==> config.mk <==
export PLATFORM = sky130hd
export DESIGN_NAME = spi_frame_shifter_flat
export DESIGN_NICKNAME = d
export VERILOG_FILES = /design/src/rtl/spi_pkg.sv /design/src/rtl/spi_frame_shifter_if.sv /design/src/rtl/sync_edge.sv /design/src/rtl/spi_frame_shifter.sv /design/src/flat_wrapper.sv
export SDC_FILE = /design/constraint.sdc
export NUM_CORES = 1
export LEC_CHECK = 0
export ABC_AREA = 1
export ABC_CLOCK_PERIOD_IN_PS = 1900
export CAP_MARGIN = 20
export CORE_MARGIN = 2
export CORE_UTILIZATION = 30
export CTS_CLUSTER_DIAMETER = 200
export DETAILED_ROUTE_END_ITERATION = 8
export GPL_ROUTABILITY_DRIVEN = 1
export GPL_TIMING_DRIVEN = 0
export PLACE_DENSITY_LB_ADDON = 0.25
export SLEW_MARGIN = 15
export SYNTH_ARGS = -nofsm -noshare
export SYNTH_HDL_FRONTEND = slang
export SYNTH_HIERARCHICAL = 1
export SYNTH_SLANG_ARGS = --single-unit
==> constraint.sdc <==
create_clock -name CLK -period 1.9 [get_ports CLK]
set_input_delay 0.38 -clock CLK [delete_from_list [all_inputs] [get_ports CLK]]
set_output_delay 0.38 -clock CLK [all_outputs]
set_load 0.01 [all_outputs]
==> src/rtl/spi_pkg.sv <==
// Shared SPI frame constants and opcode set.
// Used by the frame shifter, controller_bos and the benches.
package spi_pkg;

  localparam int FRAME_W = 136;
  localparam int CODE_W  = 8;
  localparam int CNT_W   = 8;

  typedef enum logic [CODE_W-1:0] {
    IDLE     = 8'd0,
    STIM_DD  = 8'd1,
    STIM_XOR = 8'd2,
    READ_DD  = 8'd3,
    READ_XOR = 8'd4
  } opcode_t;

  typedef enum logic {
    S_IDLE,
    S_SHIFT
  } state_t;

  function automatic logic [CODE_W-1:0] opcode_of(
    input logic [FRAME_W-1:0] word
  );
    return word[FRAME_W-1 -: CODE_W];
  endfunction

endpackage

==> src/rtl/spi_frame_shifter_if.sv <==
// SPI pad bundle between an external master and the frame shifter.
// Signal names follow the chip pads.
interface spi_frame_shifter_if;

  logic SCLK;
  logic CS_N;
  logic MOSI;
  logic MISO;

  modport master (
    output SCLK,
    output CS_N,
    output MOSI,
    input  MISO
  );

  modport slave (
    input  SCLK,
    input  CS_N,
    input  MOSI,
    output MISO
  );

endinterface

==> src/rtl/sync_edge.sv <==
// Multi-flop pin synchroniser with rise/fall detection
// on the synchronised level.
module sync_edge #(
  parameter int STAGES = 2
) (
  input  logic clk,
  input  logic rst_n,
  input  logic d,
  output logic q,
  output logic rise,
  output logic fall
);

  logic [STAGES-1:0] chain;
  logic              prev;

  // Resets low so a pin already low at release never
  // looks like a fresh falling edge.
  always_ff @(posedge clk or negedge rst_n) begin
    if (!rst_n) begin
      chain <= '0;
      prev  <= 1'b0;
    end else begin
      chain <= {chain[STAGES-2:0], d};
      prev  <= chain[STAGES-1];
    end
  end

  assign q    = chain[STAGES-1];
  assign rise = q & ~prev;
  assign fall = ~q & prev;

endmodule

==> src/rtl/spi_frame_shifter.sv <==
// SPI mode-0 slave: oversampled 136-bit frame deserialiser
// with simultaneous MISO serialisation of TO_SEND.
module spi_frame_shifter #(
  parameter int FRAME_W     = 136,
  parameter int SYNC_STAGES = 2
) (
  input  logic               CLK,
  input  logic               RESET,
  spi_frame_shifter_if.slave spi,
  input  logic [FRAME_W-1:0] TO_SEND,
  output logic [FRAME_W-1:0] RECEIVED,
  output logic               RX_VALID,
  output logic               RX_ERR,
  output logic               BUSY
);

  import spi_pkg::*;

  logic sck_s, sck_rise, sck_fall;
  logic cs_s, cs_rise, cs_fall;
  logic mosi_s, mosi_rise, mosi_fall;
  logic unused_edges;

  sync_edge #(.STAGES(SYNC_STAGES)) u_sck (
    .clk   (CLK),
    .rst_n (RESET),
    .d     (spi.SCLK),
    .q     (sck_s),
    .rise  (sck_rise),
    .fall  (sck_fall)
  );

  sync_edge #(.STAGES(SYNC_STAGES)) u_cs (
    .clk   (CLK),
    .rst_n (RESET),
    .d     (spi.CS_N),
    .q     (cs_s),
    .rise  (cs_rise),
    .fall  (cs_fall)
  );

  sync_edge #(.STAGES(SYNC_STAGES)) u_mosi (
    .clk   (CLK),
    .rst_n (RESET),
    .d     (spi.MOSI),
    .q     (mosi_s),
    .rise  (mosi_rise),
    .fall  (mosi_fall)
  );

  assign unused_edges = ^{sck_s, mosi_rise, mosi_fall};

  state_t             state;
  logic [CNT_W-1:0]   bit_cnt;
  logic [FRAME_W-1:0] rx_shift;
  logic [FRAME_W-1:0] tx_shift;
  logic               armed;

  always_ff @(posedge CLK or negedge RESET) begin
    if (!RESET) begin
      state    <= S_IDLE;
      bit_cnt  <= '0;
      rx_shift <= '0;
      tx_shift <= '0;
      RECEIVED <= '0;
      RX_VALID <= 1'b0;
      RX_ERR   <= 1'b0;
      armed    <= 1'b0;
    end else begin
      RX_VALID <= 1'b0;
      RX_ERR   <= 1'b0;
      if (cs_s) armed <= 1'b1;
      unique case (state)
        S_IDLE: begin
          if (cs_fall) begin
            tx_shift <= TO_SEND;
            rx_shift <= '0;
            bit_cnt  <= '0;
            state    <= S_SHIFT;
          end
        end
        S_SHIFT: begin
          // End of frame beats any SCLK edge seen together.
          if (cs_rise) begin
            state <= S_IDLE;
            if (bit_cnt == CNT_W'(FRAME_W)) begin
              RECEIVED <= rx_shift;
              RX_VALID <= 1'b1;
            end else begin
              RX_ERR <= 1'b1;
            end
          end else if (sck_rise) begin
            rx_shift <= {rx_shift[FRAME_W-2:0], mosi_s};
            if (bit_cnt != {CNT_W{1'b1}})
              bit_cnt <= bit_cnt + 1'b1;
          end else if (sck_fall) begin
            tx_shift <= {tx_shift[FRAME_W-2:0], 1'b0};
          end
        end
        default: state <= S_IDLE;
      endcase
    end
  end

  assign spi.MISO = tx_shift[FRAME_W-1];
  assign BUSY     = armed & ~cs_s;

endmodule
==> src/flat_wrapper.sv <==
// flat-port wrapper written by rule: the top's interface ports become plain ports
module spi_frame_shifter_flat import spi_pkg::*;
#(
  parameter int FRAME_W     = 136,
  parameter int SYNC_STAGES = 2
)
  (CLK, RESET, TO_SEND, RECEIVED, RX_VALID, RX_ERR, BUSY, spi_SCLK, spi_CS_N, spi_MOSI, spi_MISO);
  spi_frame_shifter_if spi_i ();
  input  logic CLK;
  input  logic RESET;
  input  logic [FRAME_W-1:0] TO_SEND;
  output logic [FRAME_W-1:0] RECEIVED;
  output logic RX_VALID;
  output logic RX_ERR;
  output logic BUSY;
  input wire logic [$bits(spi_i.SCLK)-1:0] spi_SCLK;
  input wire logic [$bits(spi_i.CS_N)-1:0] spi_CS_N;
  input wire logic [$bits(spi_i.MOSI)-1:0] spi_MOSI;
  output wire logic [$bits(spi_i.MISO)-1:0] spi_MISO;
  assign spi_i.SCLK = spi_SCLK;
  assign spi_i.CS_N = spi_CS_N;
  assign spi_i.MOSI = spi_MOSI;
  assign spi_MISO = spi_i.MISO;
  spi_frame_shifter #(.FRAME_W(FRAME_W), .SYNC_STAGES(SYNC_STAGES)) u_core (.CLK(CLK), .RESET(RESET), .spi(spi_i), .TO_SEND(TO_SEND), .RECEIVED(RECEIVED), .RX_VALID(RX_VALID), .RX_ERR(RX_ERR), .BUSY(BUSY));
endmodule
Yosys cells after proc, flatten, opt, wreduce, memory -nomap -nowiden
Index checks and enable logic that the tools add are counted.
{"block": "word_totals", "register_bits": 428, "latch_bits": 0, "ramBits": 0, "rom_bits": 0, "in_bits": 141, "output_inout_bits": 140, "n_memories": 0}
{"block": "classes", "add_sub_neg": 1, "mul": 0, "div": 0, "magnitude_cmp": 0, "n_eq_ne": 8, "shift": 0, "n_mux": 23, "n_bitwise": 10, "n_reduce_logical": 4}
{"cell": "$mux 136", "n": 7}
{"cell": "$pmux 136 s2", "n": 2}
{"cell": "$mux 8", "n": 4}
{"cell": "$pmux 8 s2", "n": 1}
{"cell": "$add 8x1->8 const B", "n": 1}
{"cell": "$eq 8x8->1 const B", "n": 1}
{"cell": "$mux 1", "n": 8}
{"cell": "$ne 8x8->1 const B", "n": 1}
{"cell": "$reduce_and 4->1", "n": 2}
{"cell": "$ne 2x1->1 const B", "n": 3}
{"cell": "$ne 2x2->1 const B", "n": 3}
{"cell": "$reduce_and 3->1", "n": 2}
{"cell": "$and 1x1->1", "n": 5}
{"cell": "$not 1->1", "n": 5}
{"cell": "$pmux 1 s2", "n": 1}

Longest topological paths before layout
{"block": "logic_depth", "word_depth": 6, "depth_mapped": 11, "ltp_nobuf": 10}

Modules after synthesis
The synthesis kept the hierarchy.
{"mod": "spi_frame_shifter", "n_inst": 1, "cells_per_inst": 1859, "area_per_inst_um2": 17394.2, "seq_area_each_um2": 10510.1}
{"mod": "sync_edge", "n_inst": 3, "cells_per_inst": 7, "area_per_inst_um2": 90.1, "seq_area_each_um2": 75.1}

Worst setup path after synthesis
No wires, ideal clock.
{"block": "synth_timing", "path_type": "register to register", "startpoint": "register u_core.bit_cnt[0]", "endpoint": "register u_core.RECEIVED[16]", "setup_ps": 130, "t_arrival_ps": 1422, "slack_ps": 348, "path_stages_with_launch": 11, "n_path_buf": 3, "period_less_slack_ps": 1552, "path_cell_list": "dfrtp_1 -> inv_1 -> ha_1 -> nand2_1 -> nor3_2 -> nand3_1 -> buf_4 -> buf_6 -> buf_6 -> nand2_1 -> o21ai_1"}
{"block": "synth_between", "elab_chain_len": 2}
{"element": "start, declared", "line_no": "spi_frame_shifter.sv:54", "source": "logic [CNT_W-1:0] bit_cnt;"}
{"element": "start signal, assigned", "line_no": "spi_frame_shifter.sv:95", "source": "bit_cnt <= bit_cnt + 1'b1;"}
{"element": "$eq 8x8->1", "line_no": "spi_frame_shifter.sv:86", "source": "if (bit_cnt == CNT_W'(FRAME_W)) begin"}
{"element": "$reduce_and 3->1 (no line)"}
{"element": "end signal, assigned", "line_no": "spi_frame_shifter.sv:87", "source": "RECEIVED <= rx_shift;"}
{"element": "end, declared", "line_no": "spi_frame_shifter.sv:11", "source": "output logic [FRAME_W-1:0] RECEIVED,"}
Every way passes these cells.
A chain may end at the register's enable or synchronous reset.

Worst setup path after layout
{"block": "layout_timing", "startpoint": "register u_core.bit_cnt[1]", "endpoint": "register u_core.RECEIVED[27]"}
Same word-level chain as after synthesis.

==> results.md <==
* Port Buffers at 280
* Worst Tran Pin Value at 0.556 ns
* Row cnt at 88
* Hold path start: spi_MOSI
* Hold Path Sink: u_core/u_mosi/chain[0]
* Synth Net Count at 2018
* Max Cap Viol at 0
* Slew Limit Fails at 0
* Crit path max fanout at 7
* Largest net degree at the start of global routing at 98
* H-tree depth at 2
* Via count at 14200
* Grt met2 use at 0.250
* Internal at 0.0181 W
* RR Startpoint: u_core/bit_cnt[1]
* TritonCTS clock tree: yes
* Outcome: complete, no violations
* Cells after Synth at 1875
* Drt wl/cell at 16.2 um
* Minimum clock period at 1.89 ns
* Crit path capture type: flop
* Pre-antenna DRT Iters at 5
* Worst-path clk slew at 0.06 ns
* Most Used Layer, Global Route: met2
* Die Ht at 246 um
* Initial antenna violation count at 4
* Worst setup SP type: flop
* FMAX at 0.529 GHz
* Grt met1 use at 0.215
* Synth Cell Area at 17600 um2
* Min-Delay Path Class: in -> reg
* Starting Density at 0.304
* TNS Setup at 0 ns
* Fin Hold WS at 0.230 ns
* Hold Crit Depth at 1
* Worst reg-to-reg setup slack at 0.01 ns
* Switching Share at 0.294
* Nets@finish at 2369
* RSZ-0062 raised after global routing: true
* Via/cell ratio at 4.69
* CP arrival at 2.35 ns
* FF-to-FF End: u_core/RECEIVED[27]
* Die span in x at 246 um
* Clk_skew at 0.0319 ns
* Clk pwr share at 0.371
* Reg power frac at 0.429
* Met3 Usage GRT at 0.0483
* Antenna-violating nets left at 0
* Skew-Pair Late Insertion Delay at 0.59 ns
* Critical path class: reg -> reg
* Total congestion overflow at 0
* Post-detail-place hpwl at 33100 um
* Worst slew margin at 0.629
* Final Wtd Congestion at 0.812
* Finish-stage setup viols at 0
* Util after Layout at 0.410
* Clock Sinks at 428
* Psw at 0.00755 W
* Fin. Hold Viols at 0
* FF-to-FF path depth at 10
* Number of CTS-inserted buffers at 50
* Gr usage total at 0.160
* CTS max path bufs at 3
* Power Density at 1080 nW/um2
* WL final at 49200 um
* Core ar. at 57900 um2
* Drc violations at 0
* Design area at 23800 um2
* Area Overhead vs Synth at 34.8%
* CP Data Required Time at 2.36 ns
* Static Leakage at 11.1 nW
* DR iter-0 viols at 888
* Dpl cell area at 21500 um2
* Tcrit/Tclk final at 0.995
* Syn Area/Cell at 9.40 um2
* Part of the power in combinational logic at 0.201
* Peak supply drop at 660 uV
* Vias in the first global route at 14400
* Ratio of cells with drive above 1 in the final layout at 0.128
* First-pass GRT wire length at 77600 um
* Root buf cell: clkbuf_16
* Die footprint at 60700 um2
* Synth warn at 6
* Ports at 281
registers in the layout (all words and copies together), names as in the netlist:
name,cells
u_core/u_sck/chain,2
u_core/u_cs/prev,1
u_core/RX_VALID,1
u_core/rx_shift,136
u_core/u_mosi/chain,2
u_core/state,1
u_core/armed,1
u_core/RECEIVED,136
u_core/tx_shift,136
u_core/u_cs/chain,2
u_core/u_sck/prev,1
u_core/RX_ERR,1
u_core/bit_cnt,8
worst max-delay path by stage:
stage | from | to | slack (ns) | depth (start not counted)
floorplan | u_core/bit_cnt[0] | u_core/RECEIVED[16] | 0.35 | 10
global placement | RESET | u_core/RECEIVED[77] | -18.91 | 1
detailed placement | u_core/bit_cnt[0] | u_core/RECEIVED[11] | -0.29 | 8
CTS | u_core/bit_cnt[0] | u_core/RECEIVED[11] | -0.004 | 8
global route | u_core/bit_cnt[1] | u_core/RECEIVED[27] | -0.07 | 10
finish | u_core/bit_cnt[1] | u_core/RECEIVED[27] | 0.01 | 10
critical path: stages, from the launching register on:
cell	delay (ns)
dfrtp_1	0.42
inv_2	0.08
ha_4	0.13
nand2_4	0.04
nor3_4	0.22
nand3_4	0.20
buf_12	0.22
buf_16	0.16
buf_8	0.14
nand2_1	0.05
o21ai_1	0.08
layout make-up:
cell class	count	area (um2)
Antenna cell	1	2.50
Buffer	134	858
Clock buffer	79	1530
Clock inverter	12	119
Fill cell	5766	34200
Inverter	289	1080
Multi-Input combinational cell	1022	5440
Sequential cell	428	10700
Tap cell	765	957
Timing Repair Buffer	301	3050
per-stage QoR:
stage	std cells	setup WS (ns)	total power, W
5_1_grt	3031	-0.0661	0.0273
3_3_place_gp	2920	-18.91	0.0160
2_1_floorplan	1875	0.348	0.0144
3_5_place_dp	2924	-0.288	0.0161
6_report	3031	0.00952	0.0257
4_1_cts	3021	-0.00425	0.0259
layout by cell type (no fill, tap or decap), types with 58 or more instances in the layout:
cell / n
dfrtp_1: 428
o21ai_0: 318
inv_1: 284
nand2_1: 246
nand3_1: 146
clkdlybuf4s50_1: 140
dlygate4sd2_1: 133
o211ai_1: 133
o21ai_1: 76
clkbuf_16: 58
metal layers:
metal	wire length [um]	vias up
met5	13	-
met4	985	2
met3	3710	71
met2	22100	363
met1	22400	6917
li1	-	6870
power by group through the flow:
stage          logic, W  registers [W]  clock network, W
5_1_grt         0.00592         0.0111            0.0103
3_5_place_dp    0.00495         0.0112                 0
4_1_cts         0.00505         0.0110           0.00989
6_report        0.00515         0.0110           0.00951
2_1_floorplan   0.00334         0.0111                 0
3_3_place_gp    0.00482         0.0112                 0
timing repair:
| item | 4_1_cts | 5_1_grt |
|---|---|---|
| buffers inserted | 4 | 3 |
| gates cloned | 1 | 8 |
| hold buffers | 1 | 0 |
| resized for setup | 153 | 175 |
| endpoints found under the setup margin | 541 | 326 |
| endpoints found under the hold margin | 57 | 0 |
| pin swaps | 2 | 4 |
Note: power is estimated with default switching activity, not from simulation.
